$ cat config.mk
export PLATFORM = sky130hd
export DESIGN_NAME = msx_bus_sequencer
export DESIGN_NICKNAME = d
export VERILOG_FILES = /design/src/rtl/msx_bus_pkg.sv /design/src/rtl/msx_sync.sv /design/src/rtl/msx_bus_sequencer.sv
export SDC_FILE = /design/constraint.sdc
export NUM_CORES = 1
export LEC_CHECK = 0
export BUFFER_PORTS_ARGS = -buffer_cell sky130_fd_sc_hd__buf_2
export CAP_MARGIN = 40
export CORE_ASPECT_RATIO = 1.4
export CORE_MARGIN = 5
export CORE_UTILIZATION = 46
export CTS_CLUSTER_SIZE = 25
export DETAILED_ROUTE_END_ITERATION = 8
export GPL_ROUTABILITY_DRIVEN = 0
export GPL_TIMING_DRIVEN = 1
export PLACE_DENSITY = 0.77
export SYNTH_ARGS = -nofsm -noshare
export SYNTH_HDL_FRONTEND = slang
export SYNTH_SLANG_ARGS = --single-unit
export TNS_END_PERCENT = 100
$ cat constraint.sdc
create_clock -name clk -period 1.77 [get_ports clk]
set_input_delay 0.354 -clock clk [delete_from_list [all_inputs] [get_ports clk]]
set_output_delay 0.354 -clock clk [all_outputs]
set_load 0.01 [all_outputs]
$ cat src/rtl/msx_bus_pkg.sv
// Shared types and constants for the MSX slot to Pi bus sequencer.
// Latency: n/a (declarations only).
// Backpressure: n/a.
package msx_bus_pkg;

    typedef enum logic [1:0] {
        IDLE    = 2'd0,
        ADDR    = 2'd1,
        DATA    = 2'd2,
        RELEASE = 2'd3
    } state_t;

    // a0 phase select on the Pi bus
    localparam logic PHASE_ADDR = 1'b0;
    localparam logic PHASE_DATA = 1'b1;

    // rw direction on the Pi bus
    localparam logic RW_READ  = 1'b1;
    localparam logic RW_WRITE = 1'b0;

endpackage

$ cat src/rtl/msx_sync.sv
// N-stage, W-bit flop synchroniser for asynchronous inputs.
// Latency: N clk cycles from d_i to q_o.
// Backpressure: none; samples every cycle.
// Ports: clk, reset (sync active-high), d_i async input, q_o synchronised output.
module msx_sync #(
    parameter int              N       = 2,
    parameter int              W       = 1,
    parameter logic [W-1:0]    RST_VAL = '0
) (
    input  logic         clk,
    input  logic         reset,
    input  logic [W-1:0] d_i,
    output logic [W-1:0] q_o
);

    logic [W-1:0] stg_q [N];

    always_ff @(posedge clk) begin
        if (reset) begin
            for (int i = 0; i < N; i++) begin
                stg_q[i] <= RST_VAL;
            end
        end else begin
            stg_q[0] <= d_i;
            for (int i = 1; i < N; i++) begin
                stg_q[i] <= stg_q[i-1];
            end
        end
    end

    assign q_o = stg_q[N-1];

endmodule

$ cat src/rtl/msx_bus_sequencer.sv
// Turns one MSX slot cycle into an address phase then a data phase on the Pi bus.
// Latency: SYNC_STAGES+1 clk from strobe fall to mwait low; each phase waits for a rack rise.
// Backpressure: MSX held in WAIT until both phases are acked or a phase times out.
// Ports: MSX side (msltsl/mmreq/miorq/mrd/mwr strobes, maddr, mdata_in/out/oe, mwait),
//        Pi side (cs, a0, rw, rmirq, md_out/md_oe/md_in, rack), status (busy, timeout).
module msx_bus_sequencer
    import msx_bus_pkg::*;
#(
    parameter int          TIMEOUT_CYC = 1023,
    parameter int          SYNC_STAGES = 2,
    parameter logic [7:0]  RD_DEFAULT  = 8'hFF
) (
    input  logic        clk,
    input  logic        reset,
    input  logic        msltsl,
    input  logic        mmreq,
    input  logic        miorq,
    input  logic        mrd,
    input  logic        mwr,
    input  logic [15:0] maddr,
    input  logic [7:0]  mdata_in,
    output logic [7:0]  mdata_out,
    output logic        mdata_oe,
    output logic        mwait,
    output logic        cs,
    output logic        a0,
    output logic        rw,
    output logic        rmirq,
    output logic [15:0] md_out,
    output logic        md_oe,
    input  logic [15:0] md_in,
    input  logic        rack,
    output logic        busy,
    output logic        timeout
);

    localparam int         CNT_W   = 10;
    // Abort on the edge whose increment would make the count TIMEOUT_CYC, so the
    // timeout pulse appears exactly TIMEOUT_CYC cycles after the phase was entered.
    localparam logic [CNT_W-1:0] TO_LAST = CNT_W'(TIMEOUT_CYC - 1);

    // ---------------- synchronisers ----------------
    logic [4:0] strb_s;
    logic       s_msltsl, s_mmreq, s_miorq, s_mrd, s_mwr;
    logic       s_rack;

    msx_sync #(.N(SYNC_STAGES), .W(5), .RST_VAL(5'b11111)) u_sync_strb (
        .clk   (clk),
        .reset (reset),
        .d_i   ({msltsl, mmreq, miorq, mrd, mwr}),
        .q_o   (strb_s)
    );

    msx_sync #(.N(SYNC_STAGES), .W(1), .RST_VAL(1'b0)) u_sync_rack (
        .clk   (clk),
        .reset (reset),
        .d_i   (rack),
        .q_o   (s_rack)
    );

    assign {s_msltsl, s_mmreq, s_miorq, s_mrd, s_mwr} = strb_s;

    // Upper Pi data byte is never consumed.
    logic unused_md_hi;
    assign unused_md_hi = ^md_in[15:8];

    // ---------------- request decode ----------------
    logic one_strobe;
    logic mem_req;
    logic io_req;
    logic req_vld;

    assign one_strobe = s_mrd ^ s_mwr;
    assign mem_req    = !s_msltsl && !s_mmreq && one_strobe;
    assign io_req     = !s_miorq && one_strobe;
    // Simultaneous memory and I/O requests are ambiguous and never start a cycle.
    assign req_vld    = (mem_req || io_req) && !(!s_mmreq && !s_miorq);

    // ---------------- state and registered outputs ----------------
    state_t             state_q;
    logic [CNT_W-1:0]   cnt_q;
    logic [CNT_W-1:0]   cnt_d;
    logic               rack_prev_q;
    logic               rack_rise;
    logic               cnt_hit;
    logic [7:0]         wdata_q;

    logic               cs_q, a0_q, rw_q, rmirq_q, md_oe_q, mwait_q;
    logic               mdata_oe_q, busy_q, timeout_q;
    logic [15:0]        md_out_q;
    logic [7:0]         mdata_out_q;

    // Edge detect runs in every state, so a rack that rose during IDLE or
    // RELEASE is already "seen" and cannot pre-arm the next phase.
    assign rack_rise = s_rack && !rack_prev_q;
    assign cnt_hit   = (cnt_q == TO_LAST);
    assign cnt_d     = (cnt_q == {CNT_W{1'b1}}) ? cnt_q : cnt_q + 1'b1;

    always_ff @(posedge clk) begin
        if (reset) begin
            state_q     <= IDLE;
            cnt_q       <= '0;
            rack_prev_q <= 1'b0;
            wdata_q     <= '0;
            cs_q        <= 1'b1;
            a0_q        <= PHASE_ADDR;
            rw_q        <= RW_READ;
            rmirq_q     <= 1'b0;
            md_out_q    <= '0;
            md_oe_q     <= 1'b0;
            mwait_q     <= 1'b1;
            mdata_oe_q  <= 1'b0;
            mdata_out_q <= '0;
            busy_q      <= 1'b0;
            timeout_q   <= 1'b0;
        end else begin
            rack_prev_q <= s_rack;
            timeout_q   <= 1'b0;

            unique case (state_q)
                IDLE: begin
                    if (req_vld) begin
                        state_q  <= ADDR;
                        cnt_q    <= '0;
                        wdata_q  <= mdata_in;
                        // rw is high while the read strobe is the active one
                        rw_q     <= !s_mrd ? RW_READ : RW_WRITE;
                        rmirq_q  <= io_req;
                        cs_q     <= 1'b0;
                        a0_q     <= PHASE_ADDR;
                        md_out_q <= maddr;
                        md_oe_q  <= 1'b1;
                        mwait_q  <= 1'b0;
                        busy_q   <= 1'b1;
                    end
                end

                ADDR: begin
                    if (rack_rise) begin
                        state_q <= DATA;
                        cnt_q   <= '0;
                        a0_q    <= PHASE_DATA;
                        if (rw_q == RW_WRITE) begin
                            md_out_q <= {8'h00, wdata_q};
                            md_oe_q  <= 1'b1;
                        end else begin
                            md_oe_q  <= 1'b0;
                        end
                    end else if (cnt_hit) begin
                        state_q     <= RELEASE;
                        cnt_q       <= '0;
                        timeout_q   <= 1'b1;
                        cs_q        <= 1'b1;
                        a0_q        <= PHASE_ADDR;
                        md_oe_q     <= 1'b0;
                        mwait_q     <= 1'b1;
                        if (rw_q == RW_READ) begin
                            mdata_out_q <= RD_DEFAULT;
                            mdata_oe_q  <= 1'b1;
                        end
                    end else begin
                        cnt_q <= cnt_d;
                    end
                end

                DATA: begin
                    // An ack landing on the timeout edge wins over the abort.
                    if (rack_rise || cnt_hit) begin
                        state_q   <= RELEASE;
                        cnt_q     <= '0;
                        timeout_q <= !rack_rise;
                        cs_q      <= 1'b1;
                        a0_q      <= PHASE_ADDR;
                        md_oe_q   <= 1'b0;
                        mwait_q   <= 1'b1;
                        if (rw_q == RW_READ) begin
                            mdata_out_q <= rack_rise ? md_in[7:0] : RD_DEFAULT;
                            mdata_oe_q  <= 1'b1;
                        end
                    end else begin
                        cnt_q <= cnt_d;
                    end
                end

                RELEASE: begin
                    if (s_mrd && s_mwr) begin
                        state_q    <= IDLE;
                        cnt_q      <= '0;
                        mdata_oe_q <= 1'b0;
                        busy_q     <= 1'b0;
                    end
                end
            endcase
        end
    end

    assign cs        = cs_q;
    assign a0        = a0_q;
    assign rw        = rw_q;
    assign rmirq     = rmirq_q;
    assign md_out    = md_out_q;
    assign md_oe     = md_oe_q;
    assign mwait     = mwait_q;
    assign mdata_oe  = mdata_oe_q;
    assign mdata_out = mdata_out_q;
    assign busy      = busy_q;
    assign timeout   = timeout_q;

endmodule

==> metrics.cfg, run 1 <==
[clocking]
ctsLongestPathBuffers = 2
clk_latency_ns = 0.34
cts_buffers = 9
htree_levels = 3
clock-sinks = 65
clkTransAtPathRegs_ns = 0.07
cts-root-buf = clkbuf_8
cts_tree = done
ctsHoldBuffers = 0

[yosys]
async_flop_share = 0
postSynthAreaPerCell_um2 = 9.62
ys_ff_latch = 65
postSynthCellCount = 296
netlist_area_um2 = 2850
synth_cell_types = 52
yosys_most_used_dff = dfxtp_1
synth-seq-area-share = 0.457
synth_fp_nets = 351
synth_edf_count = 0
ys_warn_count = 0

[grt]
grt_overflow = 0
grt_pass1_wl_um = 10400
antenna_found_initial = 0
grt_usage = 0.164
grt_pass1_vias = 2374
grt_max_degree = 26

[layout]
antenna_cells = 0
layoutNonFillerInstCount = 481
drive_gt1_frac = 0.450
final_common_cell = buf_2
synthToLayoutAreaGrowth_pct = 39.6
layout_common_cells = buf_2, dfxtp_1, nor2_1
layout.core_utilization = 0.649
nNetsFinal = 459
n_fill_cell = 514

[detailed_routing]
vias = 2466
ant_nets = 0
drt-total-wl_um = 6670
wire_per_inst_um = 13.9
drt_iter0_markers = 111
drc = 0
first_pass_iters = 4
viasPerCell = 5.13

[hold_path]
hold_class = in -> reg

[worst_setup_path]
cp-end-kind = register
critPathRequiredTime_ns = 2.00
cp.arrival_ns = 1.98
cp_slowest_stage_delay_ns = 0.44
cpMaxStageDelayCell = or3_4
crit_chain = inv_4 -> ha_4 -> nand3_4 -> or3_4 -> a221oi_4 -> mux2i_1 -> nor2_1
critical_path_class = reg -> reg
start_kind = register
cp_max_fo = 4

[sta]
max_slew_margin = 0.731
fmaxAchievable_mhz = 574
tightest_slew_ns = 0.403
final_hold_viol_count = 0
finalCritPeriodShare = 0.985
rsz0062_at_grt = yes
setup_viol = 0
clock_skew_ns = 0.00791
slew_viol_final = 0
fin_crit_ns = 1.74

[pwr]
powerDensity_nw_per_um2 = 897
max-vdd-ir-drop_mv = 0.895
power_mw = 3.56
power.leakage_nw = 1.70

[placed_design]
numPortBuffers = 72
hpwl_um = 4800
dp.cells = 456

[floorplan]
die_area_um2 = 7890
fp.dieH_um = 103
initial_utilization = 0.465
dieWidth_um = 76.5
num_io_pins = 81
placement_rows = 34
coreArea_um2 = 6130

[run]
drv_cap = 0

[status]
status = finished, final reports clean

## path summary, 6_finish.rpt
check | startpoint | end | slack [ns] | cells past startpoint
worst min register to register | u_sync_strb.stg_q[0][1] | u_sync_strb.stg_q[0][6] | 0.41 | 1
worst min-delay path | mwr | u_sync_strb.stg_q[0][0] | 0.19 | 2
worst max register to register | cnt_q[0] | md_oe | 0.03 | 7
worst max-delay path | cnt_q[0] | md_oe | 0.03 | 7
## synth_stat cells, types with 2 or more instances
master	number	area share
nand2b_1	2	0.0044
inv_1	4	0.0053
nand3_1	7	0.012
a21o_1	2	0.0053
buf_2	3	0.0053
buf_6	2	0.0079
o21ai_2	2	0.0062
nand2_1	10	0.013
dfxtp_1	65	0.46
xor2_1	4	0.012
a21boi_4	2	0.013
ha_1	7	0.031
mux2i_1	27	0.095
o21ai_0	2	0.0035
buf_4	2	0.0053
a211oi_1	11	0.029
nor2b_1	12	0.026
nor3_1	21	0.037
nand3b_1	3	0.0079
clkbuf_1	6	0.0079
a31oi_1	2	0.0044
or3_4	2	0.0079
a21oi_1	7	0.012
nor2_1	53	0.070
or2_2	11	0.024
## state kept, by name (all words and copies together) (netlist names), 2 cells and up
signal	cells
cnt_q	10
state_q	2
wdata_q	8
u_sync_strb.stg_q	10
md_out	16
mdata_out	8
u_sync_rack.stg_q	2
## area by class of cell
type                            count  area, um^2  area share
Clock inverter                      7         143      0.0359
Sequential cell                    65        1320       0.331
Inverter                            4        20.0     0.00504
Timing Repair Buffer              111         708       0.178
Multi-Input combinational cell    213        1580       0.396
Clock buffer                        9         124      0.0312
Tap cell                           72        90.1      0.0227
## critical path: cells and delay by family (launching register included)
family	cells	cell delay [ns]
simple gates	3	0.58
flops	1	0.36
buf+inv	1	0.05
compound gates	1	0.30
fa+ha+maj	1	0.12
mux	1	0.23
## metal layers
layer  share of wire  global-route usage  vias up
met2            0.55               0.301       51
met5               0                   0        -
met3           0.045              0.0490       14
met4           0.027              0.0834        0
li1                -                   -     1246
met1            0.38               0.170     1155
## metrics by stage
step / setup WS [ns] / area, um^2 / hold slack [ns] / TNS [ns]
6_report: 0.0265 / 3980 / 0.194 / 0
5_1_grt: -0.0537 / 3980 / 0.188 / -0.481
4_1_cts: 0.00114 / 3760 / 0.178 / 0
3_5_place_dp: -0.0923 / 3470 / 0.398 / -0.653
3_3_place_gp: -0.0154 / 3470 / 0.393 / -0.0775
2_1_floorplan: 0.0178 / 2870 / 0.389 / 0
## kinds of logic (layout without fill, tap and decap cells)
family	count (synthesis)	count (layout)	synth area share
mux	27	27	0.0949
flops	65	65	0.457
buf+inv	18	131	0.0365
fa+ha+maj	7	7	0.0308
xor+xnor	5	5	0.0154
simple gates	133	133	0.242
compound gates	41	41	0.123
## power by group
group	internal, mW	total (mW)	leakage, nW	switching [mW]
combinational	0.196	0.375	1.03	0.180
clock	1.08	1.65	0.133	0.570
sequential	1.51	1.54	0.532	0.0288
total	2.79	3.56	1.70	0.778
## what timing repair did
item | 4_1_cts | 5_1_grt
buffers inserted | 1 | 6
pin swaps | 1 | 10
hold endpoints to repair | 0 | 0
endpoints found under the setup margin | 11 | 36
gates cloned | 0 | 2
resized for setup | 8 | 30
Note: power is estimated with default switching activity, not from simulation.
==> run 2: changes to the inputs <==
--- a/config.mk
+++ b/config.mk
@@ -7,14 +7,17 @@
 export LEC_CHECK = 0
 export BUFFER_PORTS_ARGS = -buffer_cell sky130_fd_sc_hd__buf_2
 export CAP_MARGIN = 40
-export CORE_ASPECT_RATIO = 1.4
+export CELL_PAD_IN_SITES_DETAIL_PLACEMENT = 0
+export CELL_PAD_IN_SITES_GLOBAL_PLACEMENT = 1
+export CORE_ASPECT_RATIO = 1.2
 export CORE_MARGIN = 5
-export CORE_UTILIZATION = 46
+export CORE_UTILIZATION = 35
 export CTS_CLUSTER_SIZE = 25
 export DETAILED_ROUTE_END_ITERATION = 8
 export GPL_ROUTABILITY_DRIVEN = 0
 export GPL_TIMING_DRIVEN = 1
-export PLACE_DENSITY = 0.77
+export MAX_ROUTING_LAYER = met4
+export PLACE_DENSITY = 0.78
 export SYNTH_ARGS = -nofsm -noshare
 export SYNTH_HDL_FRONTEND = slang
 export SYNTH_SLANG_ARGS = --single-unit
==> metrics.cfg, run 2 (synthesized netlist as in run 1, its figures left out) <==
[pwr]
p_clk_frac = 0.443  ; -0.020
power_mw = 3.42  ; -4.0%
p_sw_mw = 0.787  ; +1.2%
swShare = 0.230  ; +0.0116
combPwrFrac = 0.108  ; +0.003
power.internal_mw = 2.64  ; -5.4%
seq_power_share = 0.449  ; +0.017
power.leakage_nw = 1.68  ; -0.93%
powerDensity_nw_per_um2 = 868  ; -3.2%
max-vdd-ir-drop_mv = 0.441  ; -51%

[grt]
grt_pass1_vias = 2417  ; +1.8%
grt_overflow = 0  ; unchanged
busiest_layer = met2
use_met2 = 0.233  ; -0.0675
grt_pass1_wl_um = 10800  ; +4.5%
antenna_found_initial = 0  ; unchanged
grt_max_degree = 24  ; -7.7%
grt_usage = 0.140  ; -0.0243
globalRouteMet1Util = 0.155  ; -0.0147
grt_util_met3 = 0.0359  ; -0.0131

[worst_setup_path]
cp_max_fo = 4  ; unchanged
cp-end-kind = register
start_kind = register
cpMaxStageDelayCell = dfxtp_4
cp.arrival_ns = 2.08  ; +0.10 ns
critical_path_class = reg -> reg
regToRegSetupSlack_ns = -0.07  ; -0.10 ns
ff2ff_path_depth = 7  ; unchanged
crit_chain = inv_2 -> ha_1 -> or2_2 -> and2_4 -> a221oi_4 -> mux2i_1 -> nor2_1
critPathLaunch = state_q[0]
critPathRequiredTime_ns = 2.00  ; about the same
cp_slowest_stage_delay_ns = 0.38  ; -0.06 ns
endpoint = md_oe
r2r_end = md_oe
worst_r2r_startpoint = state_q[0]

[floorplan]
num_io_pins = 81  ; unchanged
die_area_um2 = 10000  ; +27%
initial_utilization = 0.355  ; -0.110
dieWidth_um = 92.3  ; +21%
coreArea_um2 = 8020  ; +31%
placement_rows = 36  ; +5.9%
fp.dieH_um = 109  ; +5.5%

[layout]
n_fill_cell = 769  ; +50%
synthToLayoutAreaGrowth_pct = 38.4
antenna_cells = 0  ; unchanged
nNetsFinal = 459  ; unchanged
layout_common_cells = buf_2, dfxtp_1, nor2_1
final_common_cell = buf_2
drive_gt1_frac = 0.428  ; -0.0220
largest_reg_flops = 16  ; unchanged

[clocking]
clock-sinks = 65  ; unchanged
clkTransAtPathRegs_ns = 0.07  ; about the same
clk_latency_ns = 0.34  ; about the same
ctsLongestPathBuffers = 2  ; unchanged
cts_tree = done
cts-root-buf = clkbuf_8
cts_buffers = 9  ; unchanged
ctsHoldBuffers = 0  ; unchanged
htree_levels = 3  ; unchanged

[detailed_routing]
vias = 2433  ; -1.3%
drc = 0  ; unchanged
drt_iter0_markers = 47  ; -58%
ant_nets = 0  ; unchanged
wire_per_inst_um = 13.4  ; -3.3%
drt-total-wl_um = 6760  ; +1.3%
viasPerCell = 4.83  ; -5.8%
first_pass_iters = 4  ; unchanged

[placed_design]
hpwl_um = 4810  ; +0.29%
numPortBuffers = 72  ; unchanged

[sta]
hold_slack_ns = 0.195  ; +0.00103 ns
finalCritPeriodShare = 1.04  ; +0.0568
tightest_slew_ns = 0.393  ; -0.00983 ns
final_hold_viol_count = 0  ; unchanged
max_slew_margin = 0.738  ; +0.00652
slew_viol_final = 0  ; unchanged
layout_setup_ws_ns = -0.0740  ; -0.101 ns
fin_crit_ns = 1.84  ; +0.101 ns
setup_viol = 9  ; +9
fmaxAchievable_mhz = 542  ; -5.5%
rsz0062_at_grt = yes
clock_skew_ns = 0.00905  ; +0.00114 ns

[status]
failed_checks = setup timing
status = finished, violations left

[hold_path]
hold_class = in -> reg

[run]
drv_cap = 0  ; unchanged

-- run 2: cell types whose count changed in the layout (fill, tap and decap cells not counted), sizes merged --
cell	change
clkinvlp	+2
bufinv	-1
clkinv	-1
-- run 2: critical path, delay by kind of cell (launching register included) --
kind | cells | cell delay [ns]
AND/OR/NAND/NOR | 3 | 0.56
flip-flops | 1 | 0.38
AO/OA/AOI/OAI | 1 | 0.28
multiplexers | 1 | 0.23
adder cells (fa/ha/maj) | 1 | 0.22
buffers and inverters | 1 | 0.07
-- run 2: final cells by class --
type                            count  area, um^2  share of cell area
Multi-Input combinational cell    213        1540               0.390
Sequential cell                    65        1310               0.332
Timing Repair Buffer              111         717               0.182
Clock buffer                        9         124              0.0314
Clock inverter                      7         119              0.0301
Tap cell                           95         119              0.0301
Inverter                            4        17.5             0.00444
-- run 2: power by group through the flow --
stage	registers, mW	logic (mW)	clock network [mW]
after floorplan	1.58	0.186	0
after detailed placement	1.57	0.336	0
after global placement	1.57	0.331	0
after global routing	1.54	0.403	1.62
after CTS	1.54	0.350	1.56
final	1.54	0.369	1.52
-- run 2: layer usage --
metal | wire [um] | share of wire | vias to the layer above
met5 | 0 | 0 | -
met4 | 166 | 0.025 | 0
met3 | 288 | 0.043 | 14
met2 | 3400 | 0.50 | 48
met1 | 2900 | 0.43 | 1122
li1 | - | - | 1249
-- run 2: timing repair --
item | 4_1_cts | 5_1_grt
buffers inserted | 1 | 1
cloned | 1 | 1
resized for setup | 6 | 20
pin swaps | 2 | 10
setup endpoints to repair | 25 | 34
-- run 2: worst min path at each step --
stage	to	slack, ns	start	cells past startpoint
2_1_floorplan	u_sync_strb.stg_q[0][5]	0.39	u_sync_strb.stg_q[0][0]	1
3_3_place_gp	u_sync_strb.stg_q[0][7]	0.39	u_sync_strb.stg_q[0][2]	1
3_5_place_dp	u_sync_strb.stg_q[0][5]	0.39	u_sync_strb.stg_q[0][0]	1
4_1_cts	u_sync_strb.stg_q[0][2]	0.18	miorq	2
5_1_grt	u_sync_strb.stg_q[0][3]	0.17	mmreq	2
6_report	u_sync_strb.stg_q[0][1]	0.20	mrd	2
-- run 2: per-stage QoR --
step                setup slack (ns)  setup TNS [ns]   util  cells  cell area (um^2)
floorplan                     0.0178               0      -    296              2870
global placement             -0.0510          -0.345  0.442    484              3540
detailed placement           -0.0830          -0.807  0.442    484              3540
CTS                          -0.0138         -0.0498  0.478    502              3830
global route                  -0.138           -2.20  0.492    504              3940
finish                       -0.0740          -0.174  0.492    504              3940
==> run 3: changes to the inputs <==
==> config.mk (replaced) <==
export PLATFORM = sky130hd
export DESIGN_NAME = msx_bus_sequencer
export DESIGN_NICKNAME = d
export VERILOG_FILES = /design/src/rtl/msx_bus_pkg.sv /design/src/rtl/msx_sync.sv /design/src/rtl/msx_bus_sequencer.sv
export SDC_FILE = /design/constraint.sdc
export NUM_CORES = 1
export LEC_CHECK = 0
export BUFFER_PORTS_ARGS = -buffer_cell sky130_fd_sc_hd__buf_4
export CAP_MARGIN = 40
export CORE_ASPECT_RATIO = 1.2
export CORE_MARGIN = 5
export CORE_UTILIZATION = 46
export CTS_CLUSTER_SIZE = 25
export DETAILED_ROUTE_END_ITERATION = 8
export GPL_ROUTABILITY_DRIVEN = 0
export GPL_TIMING_DRIVEN = 1
export MAX_ROUTING_LAYER = met4
export PLACE_DENSITY = 0.77
export SYNTH_ARGS = -nofsm -noshare
export SYNTH_HDL_FRONTEND = slang
export SYNTH_SLANG_ARGS = --single-unit
export TNS_END_PERCENT = 100
==> metrics.cfg, run 3 (synthesized netlist as in run 1, its figures left out) <==
[detailed_routing]
dr_wl_met2_um = 3500  ; +2.7%
wire_per_inst_um = 13.9  ; +3.7%
drc = 0  ; unchanged
first_pass_iters = 4  ; unchanged
viasPerCell = 5.06  ; +4.7%
route.top_layer_used = met4
met1_length_um = 2680  ; -7.4%
met3_wirelength_um = 341  ; +18%
vias = 2417  ; -0.66%
drt_iter0_markers = 199  ; +320%
drt-total-wl_um = 6640  ; -1.7%
ant_nets = 0  ; unchanged

[layout]
antenna_cells = 0  ; unchanged
nNetsFinal = 446  ; -2.8%
final_common_cell = buf_4
synthToLayoutAreaGrowth_pct = 42.2
n_fill_cell = 495  ; -36%
largest_reg_flops = 16  ; unchanged
drive_gt1_frac = 0.447  ; +0.0191
layout_common_cells = buf_4, dfxtp_1, nor2_1
layout.core_utilization = 0.669  ; +0.178
postLayoutCellArea_um2 = 4050  ; +2.7%

[pwr]
powerDensity_nw_per_um2 = 826  ; -4.8%
power.leakage_nw = 1.65  ; -2.1%
power_mw = 3.35  ; -2.2%
max-vdd-ir-drop_mv = 0.744  ; +69%

[floorplan]
initial_utilization = 0.471  ; +0.115
fp.dieH_um = 96.2  ; -12%
placement_rows = 31  ; -14%
num_io_pins = 81  ; unchanged
die_area_um2 = 7870  ; -22%
dieWidth_um = 81.8  ; -11%
coreArea_um2 = 6050  ; -25%

[grt]
grt_usage = 0.179  ; +0.0390
grt_max_degree = 47  ; +96%
grt_pass1_vias = 2299  ; -4.9%
antenna_found_initial = 0  ; unchanged
grt_pass1_wl_um = 10400  ; -4.0%
grt_overflow = 0  ; unchanged

[hold_path]
hold_depth = 2  ; unchanged
holdCritStartpoint = miorq
hold_class = in -> reg
whs_endpoint = u_sync_strb.stg_q[0][2]

[clocking]
clock-sinks = 65  ; unchanged
cts_buffers = 9  ; unchanged
clkTransAtPathRegs_ns = 0.07  ; about the same
htree_levels = 3  ; unchanged
clk_latency_ns = 0.34  ; about the same
ctsLongestPathBuffers = 2  ; unchanged
ctsHoldBuffers = 0  ; unchanged
cts_tree = done
cts-root-buf = clkbuf_8

[sta]
tightest_slew_ns = 0.485  ; +0.0916 ns
fin_crit_ns = 1.75  ; -0.0929 ns
layout_setup_ws_ns = 0.0189  ; +0.0929 ns
slew_viol_final = 0  ; unchanged
rsz0062_at_grt = yes
final_hold_viol_count = 0  ; unchanged
setup_viol = 0  ; -9
finalCritPeriodShare = 0.989  ; -0.0525
fmaxAchievable_mhz = 571  ; +5.3%
max_slew_margin = 0.676  ; -0.0618
clock_skew_ns = 0.00614  ; -0.00291 ns
tns_ns = 0  ; +0.174 ns

[worst_setup_path]
cp-end-kind = register
cp_max_fo = 3  ; -1
worst_r2r_startpoint = state_q[0]
cp.arrival_ns = 1.98  ; -0.10 ns
r2r_end = md_oe
regToRegSetupSlack_ns = 0.02  ; +0.09 ns
start_kind = register
critical_path_class = reg -> reg
critPathRequiredTime_ns = 2.00  ; about the same
ff2ff_path_depth = 7  ; unchanged

[placed_design]
hpwl_um = 4550  ; -5.5%
placed_cell_area_um2 = 3600  ; +1.5%
dp_slack_ns = -0.103  ; -0.0198 ns
numPortBuffers = 72  ; unchanged

[run]
drv_cap = 0  ; unchanged

[status]
status = finished, final reports clean

==> run 3: worst max-delay path by stage <==
stage | startpoint | endpoint | cells past startpoint
floorplan | state_q[0] | md_out[11] | 9
global placement | state_q[0] | cnt_q[5] | 8
detailed placement | state_q[1] | cnt_q[7] | 8
CTS | state_q[1] | md_out[7] | 10
global route | state_q[1] | mdata_out[0] | 10
finish | state_q[0] | md_oe | 7
==> run 3: cell type report <==
type	instances	area [um^2]	area share
clock buffer	11	151	0.0374
inverter	4	20.0	0.00494
multi-input combinational	213	1620	0.400
tap	82	103	0.0253
sequential	65	1320	0.325
clock inverter	5	77.6	0.0192
timing repair buffer	98	764	0.189
==> run 3: report_power, final <==
group	internal (mW)	switching [mW]	total, mW
Clock	0.864	0.556	1.42
Combinational	0.214	0.174	0.389
Sequential	1.51	0.0283	1.54
Total	2.59	0.759	3.35
==> run 3: repair_timing <==
item	4_1_cts	5_1_grt
pin swaps	2	8
cloned	1	0
setup buffers	2	2
resized for setup	11	33
endpoints found under the hold margin	0	0
endpoints found under the setup margin	26	35
==> run 3: layer usage <==
metal  up-vias  global-route usage
li1       1217                   -
met3        10              0.0524
met1      1143               0.201
met2        47               0.296
met4         0              0.0693
met5         -                   -
==> run 3: metrics by stage <==
stage               instances  hold slack (ns)
detailed placement        458            0.393
finish                    478            0.195
CTS                       477            0.185
floorplan                 296            0.389
global placement          458            0.392
global route              478            0.184
==> run 3: worst max-delay path, stage by stage, from the launching register on <==
cell	delay, ns
dfxtp_4	0.38
inv_2	0.05
ha_1	0.21
or2_4	0.26
and2_4	0.18
a221oi_4	0.29
mux2i_1	0.21
nor2_1	0.05
